### src/rtl/logger_pkg.sv
// rtl/logger_pkg.sv - shared state encoding and sizing constants for buff_reader
// BUFF_READER_CSUM_EN adds the CSUM state to the encoding.
package logger_pkg;

  localparam int BLOCK_LEN_MAX = 256;
  localparam int ADDR_W        = 8;

  typedef enum logic [2:0] {
    IDLE  = 3'd0,
    FETCH = 3'd1,
    WAIT  = 3'd2,
    SEND  = 3'd3,
`ifdef BUFF_READER_CSUM_EN
    CSUM  = 3'd4,
`endif
    DONE  = 3'd5
  } state_t;

endpackage

### src/rtl/buff_reader.sv
// rtl/buff_reader.sv - streams one full buffer half per write_done as a byte stream
// BUFF_READER_CSUM_EN appends a modulo-256 checksum byte to every block.
module buff_reader
  import logger_pkg::*;
#(
  parameter int BLOCK_LEN = 256,
  parameter int RD_LAT    = 1
) (
  input  logic              clk,
  input  logic              reset,
  input  logic              start_pulse,
  input  logic              write_done,
  output logic [ADDR_W-1:0] read_addr,
  input  logic [7:0]        din,
  output logic [7:0]        tx_data,
  output logic              tx_valid,
  input  logic              tx_ready,
  output logic              block_done,
  output logic              overrun
);

  localparam int                LEN      = (BLOCK_LEN > BLOCK_LEN_MAX) ? BLOCK_LEN_MAX : BLOCK_LEN;
  localparam logic [ADDR_W-1:0] LAST_IDX = ADDR_W'(LEN - 1);
  localparam logic [1:0]        LAT_LAST = 2'(RD_LAT - 1);

  state_t            state;
  state_t            state_nxt;
  logic [ADDR_W-1:0] idx;
  logic [1:0]        lat_cnt;
  logic              pending;
  logic              hs;
  logic              last_byte;
  logic              lat_done;
  logic              start_blk;
`ifdef BUFF_READER_CSUM_EN
  logic [7:0]        csum;
`endif

  assign hs         = tx_valid & tx_ready;
  assign last_byte  = (idx == LAST_IDX);
  assign lat_done   = (lat_cnt == LAT_LAST);
  assign start_blk  = (state == IDLE) & (pending | write_done) & ~start_pulse;
  // The index register only moves on entry to FETCH, so it doubles as the held read address.
  assign read_addr  = idx;
  assign block_done = (state == DONE);

  always_ff @(posedge clk or negedge reset) begin
    if (!reset) begin
      state <= IDLE;
    end else begin
      state <= state_nxt;
    end
  end

  always_comb begin
    state_nxt = state;
    if (start_pulse) begin
      state_nxt = IDLE;
    end else begin
      case (state)
        IDLE:  if (start_blk) state_nxt = FETCH;
        FETCH: state_nxt = WAIT;
        WAIT:  if (lat_done) state_nxt = SEND;
        SEND: begin
          if (hs) begin
            if (last_byte) begin
`ifdef BUFF_READER_CSUM_EN
              state_nxt = CSUM;
`else
              state_nxt = DONE;
`endif
            end else begin
              state_nxt = FETCH;
            end
          end
        end
`ifdef BUFF_READER_CSUM_EN
        CSUM:  if (hs) state_nxt = DONE;
`endif
        DONE:  state_nxt = IDLE;
        default: state_nxt = IDLE;
      endcase
    end
  end

  always_ff @(posedge clk or negedge reset) begin
    if (!reset) begin
      idx     <= '0;
      lat_cnt <= '0;
    end else begin
      lat_cnt <= (state == WAIT && !lat_done) ? lat_cnt + 2'd1 : 2'd0;
      if (start_blk) begin
        idx <= '0;
      end else if (state == SEND && hs && !last_byte && !start_pulse) begin
        idx <= idx + ADDR_W'(1);
      end
    end
  end

  always_ff @(posedge clk or negedge reset) begin
    if (!reset) begin
      tx_data  <= '0;
      tx_valid <= 1'b0;
    end else if (start_pulse) begin
      tx_valid <= 1'b0;
    end else begin
      case (state)
        WAIT: begin
          if (lat_done) begin
            tx_data  <= din;
            tx_valid <= 1'b1;
          end
        end
        SEND: begin
          if (hs) begin
`ifdef BUFF_READER_CSUM_EN
            // The checksum byte follows the last data byte with tx_valid kept high.
            if (last_byte) begin
              tx_data <= csum + tx_data;
            end else begin
              tx_valid <= 1'b0;
            end
`else
            tx_valid <= 1'b0;
`endif
          end
        end
`ifdef BUFF_READER_CSUM_EN
        CSUM: if (hs) tx_valid <= 1'b0;
`endif
        default: ;
      endcase
    end
  end

`ifdef BUFF_READER_CSUM_EN
  always_ff @(posedge clk or negedge reset) begin
    if (!reset) begin
      csum <= '0;
    end else if (start_blk) begin
      csum <= '0;
    end else if (state == SEND && hs) begin
      csum <= csum + tx_data;
    end
  end
`endif

  // Only one block can wait behind the one being read; a further write_done loses data.
  always_ff @(posedge clk or negedge reset) begin
    if (!reset) begin
      pending <= 1'b0;
      overrun <= 1'b0;
    end else if (start_pulse) begin
      pending <= 1'b0;
      overrun <= 1'b0;
    end else if (write_done) begin
      if (pending) overrun <= 1'b1;
      pending <= ~((state == IDLE) & ~pending);
    end else if (state == IDLE && pending) begin
      pending <= 1'b0;
    end
  end

endmodule

### config.mk
export PLATFORM = sky130hd
export DESIGN_NAME = buff_reader
export DESIGN_NICKNAME = d
export VERILOG_FILES = /design/src/rtl/logger_pkg.sv /design/src/rtl/buff_reader.sv
export SDC_FILE = /design/constraint.sdc
export NUM_CORES = 1
export LEC_CHECK = 0
export ABC_AREA = 1
export CAP_MARGIN = 20
export CORE_MARGIN = 2
export CORE_UTILIZATION = 50
export DETAILED_ROUTE_END_ITERATION = 10
export PLACE_DENSITY_LB_ADDON = 0.12
export SETUP_SLACK_MARGIN = 0.4
export SYNTH_ARGS = -nofsm -noshare
export SYNTH_HDL_FRONTEND = slang
export SYNTH_SLANG_ARGS = --single-unit
### constraint.sdc
create_clock -name clk -period 2.5 [get_ports clk]
set_input_delay 0.5 -clock clk [delete_from_list [all_inputs] [get_ports clk]]
set_output_delay 0.5 -clock clk [all_outputs]
set_load 0.01 [all_outputs]
==> metrics.md <==
| Metric | Value |
|---|---|
| Outcome | `complete, no violations` |
| Clk slew on worst S/H paths | `around 0.14 ns` |
| I/O pin total | `32` |
| Synth Area in Adders | `1.91%` |
| CTS tree | `yes` |
| Port buffer count | `31` |
| Die X | `about 55 um` |
| Slew @ Worst Pin | `slightly above 0.3 ns` |
| Leading area contributor after synthesis | `dfrtp_1` |
| # DRC | `0` |
| Routed Antenna Nets | `0` |
| Worst path arrival time | `1.38 ns` |
| Met3 GRT Util | `4.22%` |
| Core Region | `2480 sq um` |
| Post-Synth Simple-Gate Area | `34.9%` |
| First-pass detailed-route iteration total | `4` |
| Count leader, synth | `nand2_1` |
| Multiplexer share of the synthesized area | `0%` |
| Synthesized flop and latch total | `24` |
| Die Y | `55.2 um` |
| Power density over the cells | `roughly 630 nW/um^2` |
| GR Layer Usage met1 | `21.3%` |
| Cells after Synth | `roughly 170` |
| DP Area | `1650 sq um` |
| Setup crit start kind | `register` |
| Critical Path RT | `2.00 ns` |
| Die area | `3050 sq um` |
| Gr usage total | `17.1%` |
| CTS Buffer Depth | `2` |
| Largest family of logic cells by synthesized area | `simple AND/OR/NAND/NOR gates` |
| Async SR Flop Fraction | `100%` |
| Antenna cells | `0` |
| Critical path capture point type | `primary output` |
| Non-Filler Instances | `231` |
| Top FF cell, synth | `dfrtp_1` |
| Kind of cell adding the most delay to the critical path | `buffers and inverters` |
| Post-layout util | `68.8%` |
| Starting Density | `between 50 and 60%` |
| Mean Syn Cell Area | `7.95 sq um` |
| Clock sink count | `24` |
| Vias in the first global route | `1038` |
| Commonest cells in the netlist | `nand2_1 (45), inv_1 (26), dfrtp_1 (24), nor2_1 (18), nand3_1 (15)` |
| Tmin final | `approximately 1.9 ns` |
| DR vias/cell | `4.86` |
| Placed cell count | `225` |
| Largest net degree at the start of global routing | `25` |
| Compound-Gate Fraction of Synth Area | `7.16%` |
| Synth Warn # | `0` |
| Number of flops mapped to enable cells by yosys | `0` |
| H-tree levels | `1` |
| Synthesized cell area | `1310 sq um` |
| Finished Cell Area | `about 1700 sq um` |
| Number of max-cap violations | `0` |
| Met2 Use GR | `28.1%` |
| Hold WC Path Type | `register to register` |
| Total grt overflow | `0` |
| First-pass GRT wire length | `approximately 4300 um` |
| DR WL/cell | `roughly 11 um` |
| Top-area cell type share of the netlist area | `45.8%` |
| Area Overhead vs Synth | `30.1%` |
| Layout cells sized above 1 | `13.4%` |
| Fmax | `0.533 GHz` |
| Crit-path cells | `clkdlybuf4s50_1` |
| Nets | `approximately 220` |
| Routed wire length | `2540 um` |
| Final GP Congestion | `0.791` |
| Post-synth net total | `180` |
| Fill cells | `~210` |
| CTS root buf | `clkbuf_4` |
| Initial antenna violation count | `0` |
| TritonCTS Buffers | `3` |
| Top post-synthesis cells by area | `dfrtp_1 (46%), nand2_1 (13%), inv_1 (7.4%)` |
| XOR/XNOR Fraction of Synth Area | `less than 1%` |
| Clock skew | `0.00544 ns` |
| DP HPWL | `about 1900 um` |
| Total power | `1080 uW` |
| Initial DRC count | `27` |
| DR vias | `approximately 1100` |
| Fin. Hold Viols | `0` |
| Post-synthesis sequential area ratio | `45.8%` |
| Final Cycle Share | `about three quarters` |
| Max transition margin | `79.9%` |
| Critical path's slowest cell | `clkdlybuf4s50_1` |
| Slew Viols, Final | `0` |
| Count of final setup violators | `0` |
| Clock Latency Late Sink | `roughly 0.32 ns` |
| Peak VDD IR | `0.561 mV` |
| Leakage Power | `0.000895 uW` |
| Post-route setup TNS | `0 ns` |
| Busiest grt layer | `met2` |
| Critical path class | `register to primary output` |
| Worst Path Max Fanout | `7` |
| Crit path largest cell delay | `0.58 ns` |
| RSZ-0062 raised after global routing | `no` |
| Row Count | `18` |
| Cell variety after synth | `24` |
| WP buf/inv | `1` |
## per-stage QoR
stage | hold WS (ns) | setup slack (ns)
3_5_place_dp | 0.419 | 0.498
3_3_place_gp | 0.413 | 0.588
2_1_floorplan | 0.204 | 1.15
5_1_grt | 0.454 | 0.570
6_report | 0.432 | 0.625
4_1_cts | 0.437 | 0.413
## power by group
group | total [uW] | internal (uW) | switching (uW) | leakage [uW]
logic | 367 | 196 | 170 | 0.000555
registers | 504 | 462 | 42.2 | 0.000319
clock network | 210 | 89.1 | 121 | 0.0000210
total | 1080 | 747 | 333 | 0.000895
## metal layers
layer / routed length [um] / part of all wire, %
met3: 158 / 6.2
met5: 0 / 0
met2: 1260 / 50
met1: 1110 / 44
met4: 19 / 0.75
## worst paths after layout
check | from | cells after the start | slack [ns] | endpoint
max | read_addr[5] | 1 | 0.62 | read_addr[5]
min | lat_cnt[0] | 1 | 0.43 | lat_cnt[0]
max reg2reg | read_addr[0] | 7 | 0.92 | read_addr[4]
min reg2reg | lat_cnt[0] | 1 | 0.43 | lat_cnt[0]
max in group asynchronous | reset | 2 | 1.73 | state[0]
min in group asynchronous | reset | 2 | 0.51 | read_addr[5]
## sequential cells by signal, indices dropped and copies added, names as in the netlist
| register | flops |
|---|---|
| lat_cnt | 2 |
| state | 3 |
| tx_data | 8 |
| read_addr | 8 |
| tx_valid | 1 |
| pending | 1 |
| overrun | 1 |
## final cells by class
| type | instances | area (sq um) | area share, % |
|---|---|---|---|
| multi-input combinational | 111 | 588 | 34.5 |
| inverter | 28 | 106 | 6.24 |
| tap | 30 | 37.5 | 2.20 |
| sequential | 24 | 602 | 35.3 |
| clock buffer | 4 | 36.3 | 2.13 |
| timing repair buffer | 34 | 335 | 19.7 |
## cells by family (layout without fill, tap and decap cells)
family,after synthesis,in the layout
AOI/OAI and AO/OA,13,13
xor gates and xnor gates,1,1
adders and majority gates,2,2
buffers and inverters,30,66
DFF,24,24
and+or+nand+nor,95,95
## placed cells by master (no fill, tap or decap)
cell type / netlist / final
clkbuf_4: 0 / 3
a21oi_1: 2 / 2
nand3b_1: 4 / 4
nor2_1: 18 / 17
nor2_8: 1 / 1
nand2_1: 45 / 45
dlymetal6s2s_1: 0 / 1
clkinv_2: 1 / 1
o21ai_1: 1 / 1
nand2_2: 3 / 3
clkbuf_8: 0 / 1
dfrtp_1: 24 / 23
o21ai_0: 2 / 2
inv_2: 1 / 1
clkdlybuf4s50_1: 0 / 30
ha_1: 2 / 2
xor2_1: 1 / 1
nand3_4: 1 / 1
o21bai_1: 1 / 1
nand2_4: 1 / 1
inv_1: 26 / 26
o21ai_2: 7 / 7
buf_4: 1 / 3
nor2_4: 2 / 2
nor2_2: 1 / 2
nor3_1: 4 / 4
dfrtp_2: 0 / 1
nand3_1: 15 / 15
## timing repair
item                       CTS  global route
setup buffers                1             1
hold buffers                 0             0
hold endpoints to repair     0             0
setup endpoints to repair    1             1
resized for setup            1             2
Note: power is estimated with default switching activity, not from simulation.
